$ cat src/rtl/pipe_wb_pkg.sv
// rtl/pipe_wb_pkg.sv - depth limits, default widths and writeback payload layout for the elastic MEM/WB pipe
package pipe_wb_pkg;
    localparam int DEPTH_MIN = 1;
    localparam int DEPTH_MAX = 8;
    localparam int DEF_DATAPATH_WIDTH = 64;
    localparam int DEF_REGFILE_ADDR_WIDTH = 5;

    // Field order here is the bit order of the flattened slot payload, MSB first.
    typedef struct packed {
        logic [DEF_DATAPATH_WIDTH-1:0]     mem_data;
        logic [DEF_DATAPATH_WIDTH-1:0]     accum;
        logic [DEF_REGFILE_ADDR_WIDTH-1:0] WR_addr;
        logic                              WR_en;
        logic                              mem_reg_sel;
    } wb_payload_t;

    localparam int PAYLOAD_W = $bits(wb_payload_t);

    function automatic int payload_width(input int dw, input int aw);
        return 2 * dw + aw + 2;
    endfunction
endpackage

$ cat src/rtl/pipe_wb_slot.sv
// rtl/pipe_wb_slot.sv - one valid bit plus payload register with load/clear/flush controls
module pipe_wb_slot #(
    parameter int W = 8
) (
    input  logic         clk,
    input  logic         reset,
    input  logic         i_flush,
    input  logic         i_load,
    input  logic         i_clear,
    input  logic [W-1:0] i_d,
    output logic         o_valid,
    output logic [W-1:0] o_q
);
    logic         r_valid;
    logic [W-1:0] r_q;

    // Flush drops the valid bit only; the payload keeps its last value.
    always_ff @(posedge clk) begin
        if (reset) begin
            r_valid <= 1'b0;
            r_q     <= '0;
        end else if (i_flush) begin
            r_valid <= 1'b0;
        end else if (i_load) begin
            r_valid <= 1'b1;
            r_q     <= i_d;
        end else if (i_clear) begin
            r_valid <= 1'b0;
        end
    end

    assign o_valid = r_valid;
    assign o_q     = r_q;
endmodule

$ cat src/rtl/pipe_mem_wb_elastic.sv
// rtl/pipe_mem_wb_elastic.sv - elastic DEPTH-stage MEM/WB register chain; PIPE_WB_BYPASS_EN adds a forwarding search
module pipe_mem_wb_elastic
    import pipe_wb_pkg::*;
#(
    parameter int DATAPATH_WIDTH     = 64,
    parameter int REGFILE_ADDR_WIDTH = 5,
    parameter int DEPTH              = 2
) (
    input  logic                          clk,
    input  logic                          reset,
    input  logic                          en,
    input  logic                          flush,
    input  logic                          in_valid,
    output logic                          in_ready,
    input  logic [DATAPATH_WIDTH-1:0]     mem_data_in,
    input  logic [DATAPATH_WIDTH-1:0]     accum_in,
    input  logic [REGFILE_ADDR_WIDTH-1:0] WR_addr_in,
    input  logic                          WR_en_in,
    input  logic                          mem_reg_sel_in,
    output logic                          out_valid,
    input  logic                          out_ready,
    output logic [DATAPATH_WIDTH-1:0]     mem_data_out,
    output logic [DATAPATH_WIDTH-1:0]     accum_out,
    output logic [REGFILE_ADDR_WIDTH-1:0] WR_addr_out,
    output logic                          WR_en_out,
    output logic                          mem_reg_sel_out,
`ifdef PIPE_WB_BYPASS_EN
    input  logic [REGFILE_ADDR_WIDTH-1:0] fwd_addr,
    output logic                          fwd_hit,
    output logic [DATAPATH_WIDTH-1:0]     fwd_data,
`endif
    output logic                          WR_en_qual
);
    localparam int PW       = payload_width(DATAPATH_WIDTH, REGFILE_ADDR_WIDTH);
    localparam int SEL_B    = 0;
    localparam int WEN_B    = 1;
    localparam int ADDR_LSB = 2;
    localparam int ACC_LSB  = ADDR_LSB + REGFILE_ADDR_WIDTH;
    localparam int MEM_LSB  = ACC_LSB + DATAPATH_WIDTH;

    if (DEPTH < DEPTH_MIN || DEPTH > DEPTH_MAX) begin : g_depth_check
        $error("pipe_mem_wb_elastic: DEPTH out of range");
    end

    logic [DEPTH-1:0] w_valid;
    logic [DEPTH-1:0] w_adv;
    logic [DEPTH-1:0] w_load;
    logic [DEPTH-1:0] w_clear;
    logic [PW-1:0]    w_d [DEPTH];
    logic [PW-1:0]    w_q [DEPTH];
    logic             w_out_fire;
    logic             w_accept;

    assign w_out_fire = en & w_valid[DEPTH-1] & out_ready;

    // Ready ripples from the output back to stage 0 through a running term.
    always_comb begin
        logic a;
        w_adv = '0;
        a = w_out_fire;
        w_adv[DEPTH-1] = a;
        for (int i = DEPTH - 2; i >= 0; i--) begin
            a = w_valid[i] & (~w_valid[i+1] | a);
            w_adv[i] = a;
        end
    end

    assign in_ready = en & ~flush & (~w_valid[0] | w_adv[0]);
    assign w_accept = in_valid & in_ready;

    for (genvar g = 0; g < DEPTH; g++) begin : g_stage
        if (g == 0) begin : g_head
            assign w_d[g]    = {mem_data_in, accum_in, WR_addr_in, WR_en_in, mem_reg_sel_in};
            assign w_load[g] = w_accept;
        end else begin : g_body
            assign w_d[g]    = w_q[g-1];
            assign w_load[g] = en & ~flush & w_adv[g-1];
        end
        assign w_clear[g] = en & w_adv[g];

        pipe_wb_slot #(.W(PW)) u_slot (
            .clk     (clk),
            .reset   (reset),
            .i_flush (flush),
            .i_load  (w_load[g]),
            .i_clear (w_clear[g]),
            .i_d     (w_d[g]),
            .o_valid (w_valid[g]),
            .o_q     (w_q[g])
        );
    end

    assign out_valid       = w_valid[DEPTH-1];
    assign mem_data_out    = w_q[DEPTH-1][MEM_LSB +: DATAPATH_WIDTH];
    assign accum_out       = w_q[DEPTH-1][ACC_LSB +: DATAPATH_WIDTH];
    assign WR_addr_out     = w_q[DEPTH-1][ADDR_LSB +: REGFILE_ADDR_WIDTH];
    assign WR_en_out       = w_q[DEPTH-1][WEN_B];
    assign mem_reg_sel_out = w_q[DEPTH-1][SEL_B];
    assign WR_en_qual      = WR_en_out & w_out_fire;

`ifdef PIPE_WB_BYPASS_EN
    // Scan oldest to youngest so the youngest matching stage wins.
    always_comb begin
        fwd_hit  = 1'b0;
        fwd_data = '0;
        for (int i = DEPTH - 1; i >= 0; i--) begin
            if (w_valid[i] && w_q[i][WEN_B] && (fwd_addr != '0) &&
                (w_q[i][ADDR_LSB +: REGFILE_ADDR_WIDTH] == fwd_addr)) begin
                fwd_hit  = 1'b1;
                fwd_data = w_q[i][SEL_B] ? w_q[i][MEM_LSB +: DATAPATH_WIDTH]
                                         : w_q[i][ACC_LSB +: DATAPATH_WIDTH];
            end
        end
    end
`endif
endmodule

$ cat config.mk
export PLATFORM = sky130hd
export DESIGN_NAME = pipe_mem_wb_elastic
export DESIGN_NICKNAME = d
export VERILOG_FILES = /design/src/rtl/pipe_wb_pkg.sv /design/src/rtl/pipe_wb_slot.sv /design/src/rtl/pipe_mem_wb_elastic.sv
export SDC_FILE = /design/constraint.sdc
export NUM_CORES = 1
export LEC_CHECK = 0
export CAP_MARGIN = 20
export CORE_MARGIN = 2
export CORE_UTILIZATION = 51
export DETAILED_ROUTE_END_ITERATION = 8
export PLACE_DENSITY = 0.86
export SKIP_LAST_GASP = 1
export SLEW_MARGIN = 20
export SYNTH_ARGS = -nofsm -noshare
export SYNTH_HDL_FRONTEND = slang
export SYNTH_HIERARCHICAL = 1
export SYNTH_SLANG_ARGS = --single-unit
$ cat constraint.sdc
create_clock -name clk -period 1.9 [get_ports clk]
set_clock_uncertainty 0.1 [all_clocks]
set_input_delay 0.38 -clock clk [delete_from_list [all_inputs] [get_ports clk]]
set_output_delay 0.38 -clock clk [all_outputs]
set_load 0.01 [all_outputs]
==> flow_results.org <==
** Finish
- The library cell used most frequently in the layout, excluding fill and tap cells, is sky130_fd_sc_hd__nand2b_1.
- Fill cells in the final layout number 1,864.
- Summing all non-filler instances in the final layout gives an area of 16,700 sq um.
- For this run, the post-layout net count is 1,607.
- The repair_antennas step left the layout with diodes totalling 0.
- In the layout the commonest cells are sky130_fd_sc_hd__nand2b_1 (272), sky130_fd_sc_hd__nand4bb_1 (270), sky130_fd_sc_hd__dfxtp_1 (270), sky130_fd_sc_hd__o21ai_0 (142), sky130_fd_sc_hd__clkdlybuf4s50_1 (137).
- Final Util :: 0.689
- Compared with the post-synthesis result, the final layout area differs by 32.7%.
- Proportion of layout cells with a drive suffix above 1 :: 0.103

** Power
- Internal power :: 10.0 mW
- In this run the power density over the cells is roughly 760 nW/um^2.
- The share of total power dissipated in sequential elements is 0.454.
- Of the total power, the share spent switching nets is 0.218.
- The worst-case IR drop observed on VDD is 0.549 mV.
- Combinational power share :: 0.080
- Cell leakage power :: 6.29 nW
- The analysis attributes to net switching a power of 2.78 mW.
- Power share of the clock group :: 0.466
- Total power for the finished layout comes to 12.8 mW.

** Worst hold path
- The path class of the tightest hold or removal check is input pin to flop.

** Logic synthesis
- For this run, the leading register cell type out of synthesis is sky130_fd_sc_hd__dfxtp_1.
- Synthesized area per cell :: 10.1 sq um
- After synthesis, the share of cell area in mux cells is 0.
- After synthesis, the share of flip-flops with an asynchronous set or reset is 0.
- Post-synthesis compound-gate area fraction :: 0.118
- After synthesis the cells add up to 12,600 sq um.
- Area share of the largest cell type after synthesis :: 0.433
- Number of enable flip-flop cells after synthesis :: 0
- Cell taking the most area after synthesis :: sky130_fd_sc_hd__dfxtp_1
- Area share of fa/ha/maj cells after synthesis :: 0
- Library cells used by synthesis :: 23
- Of the total synthesized cell area, the portion taken by AND, OR, NAND and NOR gates is 0.385.
- Synthesis handed over a netlist of ~1,200 instances.
- Synthesis produced a netlist with a net count of 1,390.
- Of the total synthesized cell area, the portion taken by XOR and XNOR cells is 0.
- Synthesis inferred 272 register bits.
- Number of warning messages in the yosys log :: 6
- Ranking of synthesized cells by area :: sky130_fd_sc_hd__dfxtp_1 (43%), sky130_fd_sc_hd__nand4bb_1 (24%), sky130_fd_sc_hd__nand2b_1 (14%)
- After synthesis, the largest family of logic cells by area is simple AND/OR/NAND/NOR gates.
- For this run, the register share of the synthesized area comes to 0.433.

** CTS
- Clock-pin slew was measured on the worst setup and hold paths at 0.06 ns.
- CTS placed an instance of sky130_fd_sc_hd__clkbuf_16 at the clock tree root.
- At the later pin of the worst-skew pair, clock insertion delay measures 0.54 ns.
- CTS tree :: yes
- Maximum count of clock buffers along a single path :: 3
- H-tree Lvls :: 1
- The number of clock buffers added by TritonCTS is 29.
- Clock sink count :: 272
- Post-cts hold buffer count :: 0
- After clock tree synthesis, the setup repair step added 0 buffers.

** Global route
- The number of antenna violations at the first check in global routing is 1.
- Total track usage :: 0.241
- Global routing finished with a remaining overflow of 0.
- The via count of the first global-routing pass is 9,850.
- The first global-routing pass estimated 52.0 mm of wire.
- Largest net degree at the start of global routing :: 149

** Floorplan
- Io pins :: approximately 280
- Die Y-Extent :: between 150 and 200 um
- The region available for standard cell placement spans 24,200 sq um.
- # rows :: 57
- The floorplan step defined a die boundary enclosing 25,900 sq um.
- Measured along the x axis, the die boundary spans 161 um.
- The initial utilization of the core area, before any placement, comes to 0.519.

** Timing
- Number of max-slew violations in the final report :: 0
- Derived from the worst setup path, the maximum achievable clock frequency is about 0.54 GHz.
- At the pin with the least slew margin, the transition time is ~0.54 ns.
- Measured against its own limit, the worst slew margin works out to 0.638.
- Final critical path time including I/O delays and setup :: ~1.9 ns
- Final critical-path share of the clock period :: 0.977
- The final hold violation count came to 0.
- Unrepaired setup endpoints after global routing :: true
- Setup violations remaining at the end of the flow were counted as 0.

** Status
- The run finished with clean final reports.

** Routing
- Number of design rule violations left after detail routing :: 0
- For this block, the via count after detailed routing is ~10,000.
- Remaining number of nets flagged by the antenna check after routing :: 0
- Average vias per placed instance :: 5.64
- First-pass DRT Iterations :: 5
- Sum of routed wire length over all layers :: ~33 mm
- Number of violations reported at the end of detailed-routing iteration 0 :: 767
- After detailed routing, the average wire length per cell comes to 18.1 um.

** Setup path
- Critical path fanouts, max :: 5
- Beginning of the critical path :: g_stage[1].u_slot/o_valid
- The setup path with the least slack is of type flop to output port.
- Worst setup EP type :: output port
- The endpoint identified for the worst register-to-register timing path is g_stage[0].u_slot/o_q[58].
- STA classifies the critical path startpoint as a flop.
- The number of cells on the worst reg-to-reg path is 6.
- STA puts the critical path data arrival time at 1.38 ns.
- Slack of the worst reg-to-reg path :: about 0.10 ns
- The most critical setup path has its endpoint at WR_en_qual.
- RR Startpoint :: g_stage[1].u_slot/o_valid
- Required time at the worst-slack endpoint :: approximately 1.4 ns

** Job
- Max-cap violations in this run came to 0.

** Placement
- Area after DPL :: 15,800 sq um
- At the end of routability-driven placement, the weighted congestion stood at 0.790.
- Detailed placement ended at an HPWL of 20.9 mm.
- In this run the tool buffered the top-level ports with 278 buffer cells.
[what timing repair did]
action / CTS / global route
hold endpoints to repair: 0 / 0
pin swaps: 1 / 1
endpoints found under the setup margin: 133 / 7
gates resized for setup: 143 / 8
[per-stage QoR]
| stage | setup TNS [ns] | hold WS [ns] | std cells | setup slack, ns |
|---|---|---|---|---|
| CTS | -0.0697 | 0.144 | 1812 | -0.0697 |
| detailed placement | -87.40 | 0.354 | 1759 | -0.450 |
| global route | -0.0135 | 0.164 | 1812 | -0.0106 |
| floorplan | 0 | 0.342 | 1249 | 0.191 |
| global placement | -71.29 | 0.351 | 1759 | -0.351 |
| finish | 0 | 0.157 | 1812 | 0.0429 |
[critical path, stage by stage, from the launching register on]
cell	delay, ns
sky130_fd_sc_hd__dfxtp_4	0.36
sky130_fd_sc_hd__and3_4	0.19
sky130_fd_sc_hd__and2_1	0.15
sky130_fd_sc_hd__buf_2	0.14
[sequential cells by signal, summed over array words and instances (netlist names)]
register,count
g_stage.u_slot/o_valid,2
g_stage.u_slot/o_q,270
[metal layers]
layer / track usage / share of wire / vias to the layer above
li1: - / - / 4931
met1: 0.322 / 0.44 / 4893
met5: 0 / 0.00040 / -
met3: 0.0508 / 0.071 / 55
met2: 0.395 / 0.47 / 339
met4: 0.0653 / 0.025 / 2
[power groups by stage]
stage / combinational (mW) / sequential (mW) / clock [mW]
2_1_floorplan: 0.557 / 5.92 / 0
3_3_place_gp: 1.01 / 5.92 / 0
3_5_place_dp: 1.01 / 5.92 / 0
4_1_cts: 1.01 / 5.80 / 6.03
5_1_grt: 1.08 / 5.80 / 6.30
6_report: 1.02 / 5.80 / 5.96
[synthesized netlist by cell type, types with 2 or more instances]
master,n
sky130_fd_sc_hd__buf_12,2
sky130_fd_sc_hd__buf_2,2
sky130_fd_sc_hd__buf_4,4
sky130_fd_sc_hd__buf_6,8
sky130_fd_sc_hd__buf_8,10
sky130_fd_sc_hd__clkbuf_1,106
sky130_fd_sc_hd__clkbuf_2,18
sky130_fd_sc_hd__dfxtp_1,272
sky130_fd_sc_hd__nand2b_1,272
sky130_fd_sc_hd__nand4bb_1,270
sky130_fd_sc_hd__nor2_1,3
sky130_fd_sc_hd__nor2b_1,2
sky130_fd_sc_hd__nor2b_4,2
sky130_fd_sc_hd__o21a_1,2
sky130_fd_sc_hd__o21ai_0,142
sky130_fd_sc_hd__o21ai_1,96
sky130_fd_sc_hd__o21ai_2,32
[logic make-up after synthesis]
kind of cell,count (synthesis)
simple gates,555
flops,272
compound gates,272
buf+inv,150
[cell type report]
class | count | area, sq um | area share
well taps | 324 | 405 | 0.0243
flip-flops and latches | 272 | 5450 | 0.326
multi-input cells | 827 | 6350 | 0.380
clock inverters | 19 | 238 | 0.0142
clock buffers | 34 | 774 | 0.0464
repair buffers | 336 | 3490 | 0.209
[worst min-delay path by stage]
stage                     cells after the start  slack, ns                         to                       from
after floorplan                               2       0.34  g_stage[0].u_slot/o_q[20]  g_stage[0].u_slot/o_q[20]
after global placement                        2       0.35  g_stage[1].u_slot/o_q[89]  g_stage[1].u_slot/o_q[89]
after detailed placement                      2       0.35  g_stage[0].u_slot/o_q[99]  g_stage[0].u_slot/o_q[99]
after CTS                                     3       0.14   g_stage[1].u_slot/o_q[3]                      reset
after global routing                          3       0.16   g_stage[1].u_slot/o_q[3]                      reset
final                                         3       0.16  g_stage[1].u_slot/o_q[38]                      reset
No activity file was read; power rests on OpenSTA's default activity.
